[src/rtl/mac_sequencer.sv]
// mac_sequencer: shift-and-add MAC controller pulling len (a,b) pairs into an accumulator
// ports: clk, reset (async active-low), start/len launch a run; in_valid/in_a/in_b/in_ready operand handshake;
//        busy (not idle), done (one-cycle end pulse), acc_out (running sum), overflow (sticky carry-out)
module mac_sequencer #(
  parameter int DATA_W = 8,
  parameter int ACC_W  = 16,
  parameter int CNT_W  = 4
) (
  input  logic              clk,
  input  logic              reset,
  input  logic              start,
  input  logic [CNT_W-1:0]  len,
  input  logic              in_valid,
  input  logic [DATA_W-1:0] in_a,
  input  logic [DATA_W-1:0] in_b,
  output logic              in_ready,
  output logic              busy,
  output logic              done,
  output logic [ACC_W-1:0]  acc_out,
  output logic              overflow
);
  localparam int SW = $clog2(DATA_W + 1);
  typedef enum logic [2:0] {IDLE, LOAD, MUL, ACC, DONE} state_t;
  state_t              state, nxt;
  logic [CNT_W-1:0]    cnt;
  logic [SW-1:0]       step;
  logic [2*DATA_W-1:0] mcand, prod;
  logic [DATA_W-1:0]   mplr;
  logic [ACC_W:0]      sum;
  always_ff @(posedge clk or negedge reset)
    if (!reset) state <= IDLE;
    else state <= nxt;
  always_comb begin
    nxt = state;
    unique case (state)
      IDLE:    nxt = start ? (len != '0 ? LOAD : DONE) : IDLE;
      LOAD:    nxt = in_valid ? MUL : LOAD;
      MUL:     nxt = step == SW'(DATA_W - 1) ? ACC : MUL;
      ACC:     nxt = cnt == CNT_W'(1) ? DONE : LOAD;
      default: nxt = IDLE;
    endcase
  end
  assign in_ready = state == LOAD;
  assign busy     = state != IDLE;
  assign done     = state == DONE;
  // top bit is the carry-out that feeds the sticky overflow flag
  assign sum      = {1'b0, acc_out} + (ACC_W + 1)'(prod);
  always_ff @(posedge clk or negedge reset)
    if (!reset) begin
      acc_out  <= '0;
      overflow <= 1'b0;
      cnt      <= '0;
      step     <= '0;
      mcand    <= '0;
      mplr     <= '0;
      prod     <= '0;
    end else begin
      unique case (state)
        IDLE: if (start) begin
          acc_out  <= '0;
          overflow <= 1'b0;
          cnt      <= len;
        end
        LOAD: if (in_valid) begin
          mcand <= (2*DATA_W)'(in_a);
          mplr  <= in_b;
          prod  <= '0;
          step  <= '0;
        end
        MUL: begin
          if (mplr[0]) prod <= prod + mcand;
          mcand <= mcand << 1;
          mplr  <= mplr >> 1;
          step  <= step + SW'(1);
        end
        ACC: begin
          acc_out  <= sum[ACC_W-1:0];
          overflow <= overflow | sum[ACC_W];
          cnt      <= cnt - CNT_W'(1);
        end
        default: ;
      endcase
    end
endmodule

[config.mk]
export PLATFORM = sky130hd
export DESIGN_NAME = mac_sequencer
export DESIGN_NICKNAME = d
export VERILOG_FILES = /design/src/rtl/mac_sequencer.sv
export SDC_FILE = /design/constraint.sdc
export NUM_CORES = 1
export LEC_CHECK = 0
export ABC_AREA = 1
export CAP_MARGIN = 0
export CORE_ASPECT_RATIO = 1.25
export CORE_MARGIN = 2
export CORE_UTILIZATION = 45
export CTS_BUF_LIST = sky130_fd_sc_hd__clkbuf_16
export DETAILED_ROUTE_END_ITERATION = 8
export PLACE_DENSITY = 0.73
export SLEW_MARGIN = 20
export SYNTH_ARGS = -nofsm -noshare
export SYNTH_HDL_FRONTEND = slang
export SYNTH_SLANG_ARGS = --single-unit
export TNS_END_PERCENT = 10
[constraint.sdc]
create_clock -name clk -period 2.9 [get_ports clk]
set_input_delay 0.29 -clock clk [delete_from_list [all_inputs] [get_ports clk]]
set_output_delay 0.29 -clock clk [all_outputs]
set_load 0.01 [all_outputs]
# Yosys cells after proc, flatten, opt, wreduce, memory -nomap -nowiden
# Cells that the tools add are included.
[op_classes]
add_sub_neg = 4
mul = 0
div_mod_pow = 0
magnitude_cmp = 0
eq_ne = 9
shift = 0
muxes = 21
n_bitwise = 1
n_reduce_logical = 8
[ops]
columns = ["op", "count"]
rows = [
  ["16-bit one-hot mux with 2 select lines", 3],
  ["16-bit 2-to-1 mux", 4],
  ["16-bit by 16-bit adder with 17-bit output", 1],
  ["16-bit adder", 1],
  ["4-bit one-hot mux with 2 select lines", 2],
  ["8-bit one-hot mux with 2 select lines", 1],
  ["3-bit one-hot mux with 4 select lines", 1],
  ["3-bit 2-to-1 mux", 3],
  ["4-bit 2-to-1 mux", 2],
  ["8-bit 2-to-1 mux", 1],
  ["3-bit by 2-bit == test with 1-bit output, second input constant", 2],
  ["2-bit inequality test, second input constant", 3],
  ["4-bit by 1-bit adder with 4-bit output, second input constant", 1],
  ["4-bit by 1-bit == test with 1-bit output, second input constant", 1],
  ["4-bit by 3-bit == test with 1-bit output, second input constant", 1],
  ["2-bit AND reduction", 2],
  ["2-bit nonzero test", 2],
  ["4-bit nonzero test", 1],
  ["4-bit by 1-bit subtractor with 4-bit output, second input constant", 1],
  ["3-bit by 1-bit == test with 1-bit output, second input constant", 1],
  ["3-bit == test, second input constant", 1],
  ["3-bit zero test", 1],
  ["3-bit AND reduction", 1],
  ["3-bit nonzero test", 1],
  ["4 further kinds", 5],
]
[totals]
regBits = 68
latchBits = 0
mem_bits_rw = 0
mem_bits_ro = 0
input_bits = 24
output_inout_bits = 20
elab_cells = 51
memories = 0

# Depth between registers and ports, before layout
[depth]
ltp_word = 4
ltp_mapped = 12
depth_no_buf = 12

# Worst setup path before layout
# Ideal clock, no wire load.
[synth_path]
path_type = "flip-flop to flip-flop"
start = "register acc_out[0]"
end = "register acc_out[8]"
setup_time_ns = 0.126
arrival_ns = 1.565
required_time_ns = 2.774
slack_ns = 1.209
path_stages_with_launch = 12
path_buffers = 0
synth_period_minus_slack_ns = 1.691
cell_sequence = "dfrtp_1 -> ha_1 -> inv_1 -> fa_1 -> inv_1 -> nand3_1 -> nand3_1 -> nand2_1 -> nand3_1 -> nand2_1 -> nand2_1 -> o21ai_0"
[synth_via]
elab_chain_len = 2
[synth_rtl]
columns = ["element", "line", "rtl"]
rows = [
  ["start: declaration", "19", "output logic [ACC_W-1:0] acc_out,"],
  ["start signal: assignment", "77", "acc_out <= sum[ACC_W-1:0];"],
  ["16-bit by 16-bit adder with 17-bit output", "47", "assign sum = {1'b0, acc_out} + (ACC_W + 1)'(prod);"],
  ["16-bit one-hot mux with 2 select lines", "58", "unique case (state)"],
]
# Every way passes these cells.
# A chain may end at the register's enable or synchronous reset.

# Worst setup path in the final report
[layout_path]
start = "register state[1]"
end = "output in_ready"
[layout_via]
elab_chain_len = 1
[layout_rtl]
columns = ["element", "line", "rtl"]
rows = [
  ["start: declaration", "24", "state_t state, nxt;"],
  ["start signal: assignment", "32", "else state <= nxt;"],
  ["3-bit by 1-bit == test with 1-bit output", "43", "assign in_ready = state == LOAD;"],
  ["end: declaration", "16", "output logic in_ready,"],
]
# Every way passes these cells.

==> results.cfg <==
[worst_setup_path]
cp.required_ps = 2610
critical_path.top_delay_family = buffers and inverters
cp.arrival_ps = 1710
critical_path_class = register to output port
cp_cell_sequence = nor3_4 > clkdlybuf4s50_1
crit_fanout = 5
startpoint_type = register
crit_path_max_incr_delay_ps = 610
critical_path_buf_inv_count = 1
end_kind = output port
crit_path_top_delay_cell = clkdlybuf4s50_1

[drt]
avgViaCountPerCell = 5.090
wl_per_cell_um = 13.07
antenna_left = 0
drc_errors = 0
drt_wl_total_um = 10980
num_vias = 4276
first_iter_violations = 214
drt-pass1-iter-count = 5

[clock_network]
numCtsBuffers = 9
worstSkewPairLatency_ps = 340
post_cts.repair.setup_buffers = 0
cts_sinks = 68
cts_tree = yes
h-tree-depth = 3
root_buffer = clkbuf_16
cts_resized = 0
ctsLongestPathBuffers = 2
holdBufCountCts = 0
clk_pin_slew_ps = 60

[floorplanning]
io_pins = 44
core-area_um2 = 10050
start_util_pct = 45.94
dieArea_um2 = 11100
die_h_um = 117.3
die_w_um = 94.62
fp-row-count = 41

[final_layout]
antennaDiodeCount = 0
syn_to_final_growth_pct = 18.39
layout.nets = 766
drive_gt1_share_pct = 4.360
final.fill_count = 942
final_common_cell = nand2_1
final_cell_mix = nand2_1, inv_1, dfrtp_1

[pwr]
vdd_drop_max_v = 0.0004340
p_int_w = 0.003043
p_sw_share_pct = 45.00
pwr-share-seq_pct = 30.2
cellLeakagePower_nw = 2.978
power_per_cell_area_nw_per_um2 = 1012
pwr-share-comb_pct = 49.4
p_sw_w = 0.002490
power_frac_clock_pct = 20.5

[synth]
yosysWarnings = 0
synth_top_area_cell = dfrtp_1
syn_inst = 659
synth_ff_type = dfrtp_1
ys_seq_elements = 68
syn_area_per_cell_um2 = 7.010
syn-cell-area_um2 = 4619
ys_async_sr_fraction_pct = 100.0
synthTopCellsByArea = dfrtp_1, nand2_1, ha_1
yosysUniqueCellTypes = 30
synth_nets = 719
yosys.area.top_type_share_pct = 36.84
synth-edff-count = 0
yosysSeqAreaShare_pct = 36.84

[timing]
fin_tns_setup_ps = 0
fin_crit_sh_pct = 69.11
skew_ps = 7.872
max_freq_mhz = 499.0
layout_setup_ws_ps = 895.9
hold_viol_final = 0
relSlewSlack_pct = 42.49
post-route-min-period_ps = 2004
rsz0062_at_grt = no
setup_violations = 0
worstMarginPinSlew_ps = 862.6
slew_violations = 0

[grt]
antenna_found_initial = 0
grt_pass1_wl_um = 18680
grt_start_max_net_pins = 40
grtUsageTotal_pct = 21.48
grt_pass1_vias = 4150
grt.overflow.total = 0

[place]
gp_congestion = 0.9047
hpwl_um = 8364
port_buffers = 43
post-place-ws_ps = 905.4

[outcome]
status = complete, no violations

[flow_run]
drv_cap = 0

[min_path]
hold_class = primary input to asynchronous set/reset pin
## area by class of cell
cell class	instances	area [µm²]	share of cell area (%)
timing repair buffer	45	440.4	8.053
multi-input combinational	474	2452	44.84
clock inverter	7	80.08	1.464
sequential	68	1702	31.11
tap	129	161.4	2.951
inverter	108	407.9	7.458
clock buffer	9	225.2	4.118
## sequential cells by signal, indices dropped and copies added (netlist names)
register,flops
mplr,8
acc_out,16
overflow,1
prod,16
mcand,16
cnt,4
step,4
state,3
## worst reg2reg max path: stages, from the launching register on
cell and delay (ps):
dfrtp_1 470, nor3_4 300, nand2_2 290, nand2_2 410, inv_2 170, a32o_1 240
## power groups by stage
stage,combinational (W),sequential (W),clock [W]
after floorplan,0.00202,0.00160,0
after global placement,0.00262,0.00167,0
after detailed placement,0.00271,0.00168,0
after CTS,0.00273,0.00167,0.00115
after global routing,0.00312,0.00171,0.00120
final,0.00273,0.00167,0.00113
## metal layers
metal	vias to the layer above	share of wire [%]	GRT usage, %
li1	2203	-	-
met1	1967	44	25.34
met2	89	51	38.25
met3	17	3.1	3.713
met4	0	2.3	9.372
met5	-	0	0
## stage by stage
step	util [%]	power [W]	instances	hold slack, ps	instance area [µm²]
floorplan	-	0.003617	659	-5.591	4619
global placement	51.36	0.004290	824	439.2	5164
detailed placement	51.36	0.004391	824	447.7	5164
CTS	54.39	0.005547	840	88.50	5469
global route	54.39	0.006029	840	125.2	5469
finish	54.39	0.005533	840	62.40	5469
## cells in the mapped netlist (8+ instances only)
cell,instances
ha_1,34
nand2_1,228
o22ai_1,24
nor2_1,50
o21ai_0,20
nor3_1,8
a21oi_1,30
inv_1,103
nand3_1,51
dfrtp_1,68
## kinds of logic after synthesis
kind of cell | after synthesis | share of synthesized area [%]
DFF | 68 | 36.84
xor gates and xnor gates | 6 | 1.138
and+or+nand+nor | 350 | 31.69
buffers and inverters | 117 | 10.08
AOI/OAI and AO/OA | 82 | 10.18
adders and majority gates | 36 | 10.08
## worst paths after layout
| path | start | end | slack, ps | cells after the start |
|---|---|---|---|---|
| worst min-delay path | reset | mplr[2] | 60 | 1 |
| max in group asynchronous | reset | acc_out[3] | 2070 | 2 |
| worst max-delay path | state[1] | in_ready | 900 | 2 |
| worst min register to register | step[3] | step[3] | 480 | 1 |
| min in group clk | step[3] | step[3] | 480 | 1 |
| worst max register to register | state[1] | mplr[7] | 910 | 5 |
No activity file was read; power rests on OpenSTA's default activity.
